==> src/rtl/pulse_gen.sv <==
// pulse_gen -- programmable pulse-train generator.
//
// After an accepted start the block waits delay_ticks cycles, then emits
// pulses of high_ticks cycles separated by low_ticks cycles, and finishes
// with a one-cycle done strobe.
//
// Build option: define PULSE_GEN_REPEAT_EN to enable multi-pulse trains
// (repeat_count and the LOW phase). Without it every start yields exactly
// one pulse and repeat_count / low_ticks are ignored.
//
// Ports
//   clk           rising-edge clock
//   rst           synchronous active-high reset
//   start         begin a train; only honoured while busy=0
//   abort         stop an active train (priority over everything else)
//   delay_ticks   idle cycles before the first pulse (0 skips the delay)
//   high_ticks    cycles per active phase (0 treated as 1)
//   low_ticks     cycles between pulses (0 treated as 1)
//   repeat_count  pulses per train (0 treated as 1)
//   pulse_out     registered waveform
//   busy          high in DELAY, HIGH and LOW
//   done          one-cycle completion strobe
//   pulses_sent   completed high phases of the current or last train
module pulse_gen #(
  parameter int CNT_W = 32,
  parameter int REP_W = 16
) (
  input  logic             clk,
  input  logic             rst,
  input  logic             start,
  input  logic             abort,
  input  logic [CNT_W-1:0] delay_ticks,
  input  logic [CNT_W-1:0] high_ticks,
  input  logic [CNT_W-1:0] low_ticks,
  input  logic [REP_W-1:0] repeat_count,
  output logic             pulse_out,
  output logic             busy,
  output logic             done,
  output logic [REP_W-1:0] pulses_sent
);

  typedef enum logic [2:0] {
    S_IDLE  = 3'd0,
    S_DELAY = 3'd1,
    S_HIGH  = 3'd2,
    S_LOW   = 3'd3,
    S_DONE  = 3'd4
  } state_t;

  state_t           state_q, state_d;
  logic [CNT_W-1:0] cnt_q, cnt_d;     // cycles remaining in current phase, minus one
  logic [CNT_W-1:0] high_q, high_d;   // latched, already substituted
  logic [REP_W-1:0] sent_q, sent_d;
  logic             pulse_q, busy_q, done_q;

  logic [CNT_W-1:0] high_eff;
  logic             last_pulse;

  assign high_eff = (high_ticks == '0) ? CNT_W'(1) : high_ticks;

`ifdef PULSE_GEN_REPEAT_EN
  logic [CNT_W-1:0] low_q, low_d;
  logic [REP_W-1:0] rep_q, rep_d;
  logic [CNT_W-1:0] low_eff;
  logic [REP_W-1:0] rep_eff;

  assign low_eff    = (low_ticks == '0) ? CNT_W'(1) : low_ticks;
  assign rep_eff    = (repeat_count == '0) ? REP_W'(1) : repeat_count;
  // sent_q never exceeds rep_q - 1 while in HIGH, so the increment cannot overflow.
  assign last_pulse = ((sent_q + 1'b1) == rep_q);
`else
  logic unused_cfg;
  assign unused_cfg = ^{low_ticks, repeat_count};
  assign last_pulse = 1'b1;
`endif

  always_comb begin
    state_d = state_q;
    cnt_d   = cnt_q;
    high_d  = high_q;
    sent_d  = sent_q;
`ifdef PULSE_GEN_REPEAT_EN
    low_d   = low_q;
    rep_d   = rep_q;
`endif

    if (abort && (state_q == S_DELAY || state_q == S_HIGH || state_q == S_LOW)) begin
      // Abort wins over phase completion: the count of sent pulses is frozen.
      state_d = S_IDLE;
      cnt_d   = '0;
    end else begin
      case (state_q)
        S_IDLE, S_DONE: begin
          state_d = S_IDLE;
          cnt_d   = '0;
          if (start) begin
            high_d = high_eff;
            sent_d = '0;
`ifdef PULSE_GEN_REPEAT_EN
            low_d  = low_eff;
            rep_d  = rep_eff;
`endif
            if (delay_ticks != '0) begin
              state_d = S_DELAY;
              cnt_d   = delay_ticks - 1'b1;
            end else begin
              state_d = S_HIGH;
              cnt_d   = high_eff - 1'b1;
            end
          end
        end
        S_DELAY: begin
          if (cnt_q == '0) begin
            state_d = S_HIGH;
            cnt_d   = high_q - 1'b1;
          end else begin
            cnt_d = cnt_q - 1'b1;
          end
        end
        S_HIGH: begin
          if (cnt_q == '0) begin
            sent_d = sent_q + 1'b1;
            if (last_pulse) begin
              state_d = S_DONE;
              cnt_d   = '0;
            end else begin
`ifdef PULSE_GEN_REPEAT_EN
              state_d = S_LOW;
              cnt_d   = low_q - 1'b1;
`else
              state_d = S_DONE;
              cnt_d   = '0;
`endif
            end
          end else begin
            cnt_d = cnt_q - 1'b1;
          end
        end
        S_LOW: begin
          if (cnt_q == '0) begin
            state_d = S_HIGH;
            cnt_d   = high_q - 1'b1;
          end else begin
            cnt_d = cnt_q - 1'b1;
          end
        end
        default: begin
          state_d = S_IDLE;
          cnt_d   = '0;
        end
      endcase
    end
  end

  always_ff @(posedge clk) begin
    if (rst) begin
      state_q <= S_IDLE;
      cnt_q   <= '0;
      high_q  <= '0;
      sent_q  <= '0;
      pulse_q <= 1'b0;
      busy_q  <= 1'b0;
      done_q  <= 1'b0;
`ifdef PULSE_GEN_REPEAT_EN
      low_q   <= '0;
      rep_q   <= '0;
`endif
    end else begin
      state_q <= state_d;
      cnt_q   <= cnt_d;
      high_q  <= high_d;
      sent_q  <= sent_d;
      // Outputs are registered copies of the next-state decode, so they
      // line up with state_q without any combinational path to the pins.
      pulse_q <= (state_d == S_HIGH);
      busy_q  <= (state_d == S_DELAY) || (state_d == S_HIGH) || (state_d == S_LOW);
      done_q  <= (state_d == S_DONE);
`ifdef PULSE_GEN_REPEAT_EN
      low_q   <= low_d;
      rep_q   <= rep_d;
`endif
    end
  end

  assign pulse_out   = pulse_q;
  assign busy        = busy_q;
  assign done        = done_q;
  assign pulses_sent = sent_q;

endmodule

==> config.mk <==
export PLATFORM = sky130hd
export DESIGN_NAME = pulse_gen
export DESIGN_NICKNAME = d
export VERILOG_FILES = /design/src/rtl/pulse_gen.sv
export SDC_FILE = /design/constraint.sdc
export NUM_CORES = 1
export LEC_CHECK = 0
export CAP_MARGIN = 25
export CORE_MARGIN = 3
export CORE_UTILIZATION = 50
export CTS_CLUSTER_DIAMETER = 50
export CTS_CLUSTER_SIZE = 28
export DETAILED_ROUTE_END_ITERATION = 10
export PLACE_DENSITY_LB_ADDON = 0.2
export SYNTH_ARGS = -nofsm -noshare
export SYNTH_HDL_FRONTEND = slang
export SYNTH_SLANG_ARGS = --single-unit
==> constraint.sdc <==
create_clock -name clk -period 5.7 [get_ports clk]
set_clock_uncertainty 0.15 [all_clocks]
set_input_delay 1.14 -clock clk [delete_from_list [all_inputs] [get_ports clk]]
set_output_delay 1.14 -clock clk [all_outputs]
set_load 0.02 [all_outputs]
==> results.sh <==
export IMPL_synth_cell_types=60
export IMPL_final_cells=1044
export IMPL_critPathKind="in2reg"
export IMPL_drt_antenna_violating_nets=0
export IMPL_status="completed"
export IMPL_dpl_cell_area_um2=6810
export IMPL_cts_buffers=9
export IMPL_viasPerCell=6.32
export IMPL_cts_tree="built"
export IMPL_worstRegToRegCells=7
export IMPL_final_area_um2=7080
export IMPL_syn_inst=832
export IMPL_ys_seq_area_frac=0.294
export IMPL_p_leak_nw=2.58
export IMPL_drv_slew=0
export IMPL_worstPathRequired_ns=5.74
export IMPL_yosys_mux_area_fraction=0.00533
export IMPL_worstPathArrival_ns=4.69
export IMPL_p_per_area_nw_per_um2=252
export IMPL_cap_violations=0
export IMPL_relSlewSlack=0.384
export IMPL_timing_hold_violations_final=0
export IMPL_start_util=0.527
export IMPL_n_fill_cell=1023
export IMPL_die_w_um=114
export IMPL_rsz0062_at_grt="false"
export IMPL_yosysTopAreaCell="dfxtp_1"
export IMPL_n_antenna_cell=0
export IMPL_place_hpwl_mm=13.7
export IMPL_portBuffers=86
export IMPL_period_share=0.816
export IMPL_dr_pass1_iters=8
export IMPL_via_count=6601
export IMPL_slowest_stage="nor4_1"
export IMPL_synth_simple_area_share=0.340
export IMPL_hold_class="reg2reg"
export IMPL_cts_resized=0
export IMPL_grt_pass1_wl_mm=30.0
export IMPL_drtIter0Drc=647
export IMPL_antenna_found_initial=0
export IMPL_hold_depth=2
export IMPL_avgRoutedWirePerCell_um=17.8
export IMPL_yosys_warnings=0
export IMPL_grt_pass1_vias=6115
export IMPL_grt_max_degree=42
export IMPL_async_reset_ff_frac=0
export IMPL_nets=1021
export IMPL_synth_xor_area_frac=0.111
export IMPL_clockRootBuffer="clkbuf_16"
export IMPL_worstMarginPinSlew_ns=0.916
export IMPL_yosys_top_cells_area="dfxtp_1 (29%), a21oi_1 (8.5%), nand2_1 (7.9%), xor2_1 (6.6%), nor2_1 (6.3%)"
export IMPL_path_clk_slew_ns=0.06
export IMPL_crit_cells=14
export IMPL_cpMostUsedCell="and3_1"
export IMPL_synth_top_area_share=0.294
export IMPL_fin_setup_tns_ns=0
export IMPL_setup_viol=0
export IMPL_synth_compound_area_frac=0.207
export IMPL_finalPower_mw=1.78
export IMPL_dp_cells=1029
export IMPL_synth_adder_area_share=0.0107
export IMPL_core_um2=11100
export IMPL_syn_area_per_cell_um2=7.05
export IMPL_synth_top_family_by_area="simple AND/OR/NAND/NOR gates"
export IMPL_period_minus_slack_ns=4.65
export IMPL_fp_row_count=38
export IMPL_drive_gt1_frac=0.0465
export IMPL_routed_wirelength_mm=18.6
export IMPL_fp_dieArea_um2=13100
export IMPL_htreeDepth=3
export IMPL_critPathLaunchType="primary input"
export IMPL_endpoint_kind="register"
export IMPL_worst_path_dominant_cell_family="simple AND/OR/NAND/NOR gates"
export IMPL_cts_setup_buffers=0
export IMPL_mostFrequentLayoutCell="nand2_1"
export IMPL_peakVddDrop_v=0.000177
export IMPL_io_pins=135
export IMPL_synth_edf_count=0
export IMPL_grt_ovfl_total=0
export IMPL_hold_buffers=0
export IMPL_clock_latency_ns=0.36
export IMPL_synth_area_um2=5860
export IMPL_final_util=0.637
export IMPL_critPathMaxStageDelay_ns=0.63
export IMPL_ys_ff_latch=86
export IMPL_drc=0
export IMPL_place_congestion=0.959
export IMPL_die_h_um=114
export IMPL_cts_buffer_depth=2
export IMPL_syn_to_final_growth_pct=20.8
export IMPL_cp_max_fo=8
export IMPL_critPathBufInv=1
export IMPL_final_cell_mix="nand2_1 (123), a21oi_1 (100), nor2_1 (99), dfxtp_1 (86), clkdlybuf4s50_1 (86)"
export IMPL_synth_nets=953
export IMPL_max_freq_ghz=0.215
export IMPL_ys_flop_type="dfxtp_1"
export IMPL_grt_total_usage=0.285
export IMPL_clock_sinks=86
export IMPL_cp_cell_sequence="clkdlybuf4s50_1 > nor4_1 > nand4b_1 > o31ai_1 > a21oi_1 > ha_1 > nor2b_1 > and3_1 > nand2_1 > nor2_1 > and3_1 > nand3_1 > xnor2_1 > o22ai_1"
==> through the flow <==
stage / hold slack (ns) / worst slack [ns]
after floorplan: 0.295 / 1.28
after global placement: 0.305 / 0.847
after detailed placement: 0.316 / 0.782
after CTS: 0.324 / 1.13
after global routing: 0.350 / 0.794
final: 0.318 / 1.05
==> sequential cells by signal (all words and copies together) (netlist names) <==
signal	cells
cnt_q	32
high_q	32
pulses_sent	16
state_q	3
busy	1
done	1
pulse_out	1
==> power by group <==
part | switching, mW | total [mW] | internal [mW]
Clock | 0.264 | 0.560 | 0.296
Combinational | 0.312 | 0.537 | 0.226
Sequential | 0.0430 | 0.685 | 0.642
==> layout make-up <==
class / count / area (um2) / area share
multi-input combinational: 700 / 3960 / 0.558
clock inverter: 6 / 47.5 / 0.00671
sequential: 86 / 1720 / 0.243
clock buffer: 9 / 225 / 0.0318
timing repair buffer: 95 / 928 / 0.131
inverter: 8 / 30.0 / 0.00424
tap: 140 / 175 / 0.0247
==> synthesized netlist by cell type, drive strengths merged (7+ instances only) <==
cell type,count
nand2,123
a21oi,101
nor2,100
dfxtp,86
o21ai,55
xor2,44
nor3,40
clkbuf,31
xnor2,30
o22ai,21
nand3,20
nor4,20
or3,20
or4,19
nand4,12
and3,11
inv,8
a211oi,7
buf,7
nor2b,7
==> cells by family (layout without fill, tap and decap cells) <==
group	Yosys count	after routing
DFF	86	86
xor gates and xnor gates	74	74
AOI/OAI and AO/OA	214	214
buffers and inverters	46	118
and+or+nand+nor	404	404
adders and majority gates	5	5
muxes	3	3
==> path summary, 6_finish.rpt <==
| check | start | end | slack, ns |
|---|---|---|---|
| worst max-delay path | high_ticks[10] | cnt_q[24] | 1.05 |
| worst min-delay path | high_q[29] | high_q[29] | 0.32 |
| worst max register to register | cnt_q[14] | cnt_q[31] | 2.31 |
| worst min register to register | high_q[29] | high_q[29] | 0.32 |
==> layer usage <==
| metal | GRT usage | up-vias | share of wire |
|---|---|---|---|
| met3 | 0.0423 | 55 | 0.085 |
| met1 | 0.367 | 3055 | 0.41 |
| li1 | - | 3128 | - |
| met5 | 0 | - | 0 |
| met2 | 0.484 | 363 | 0.47 |
| met4 | 0.103 | 0 | 0.026 |
==> worst min-delay path, delay by kind of cell (launching register included) <==
kind             cells  cell delay (ns)
flip-flops           1             0.32
AND/OR/NAND/NOR      1             0.05
AO/OA/AOI/OAI        1             0.05
No activity file was read; power rests on OpenSTA's default activity.
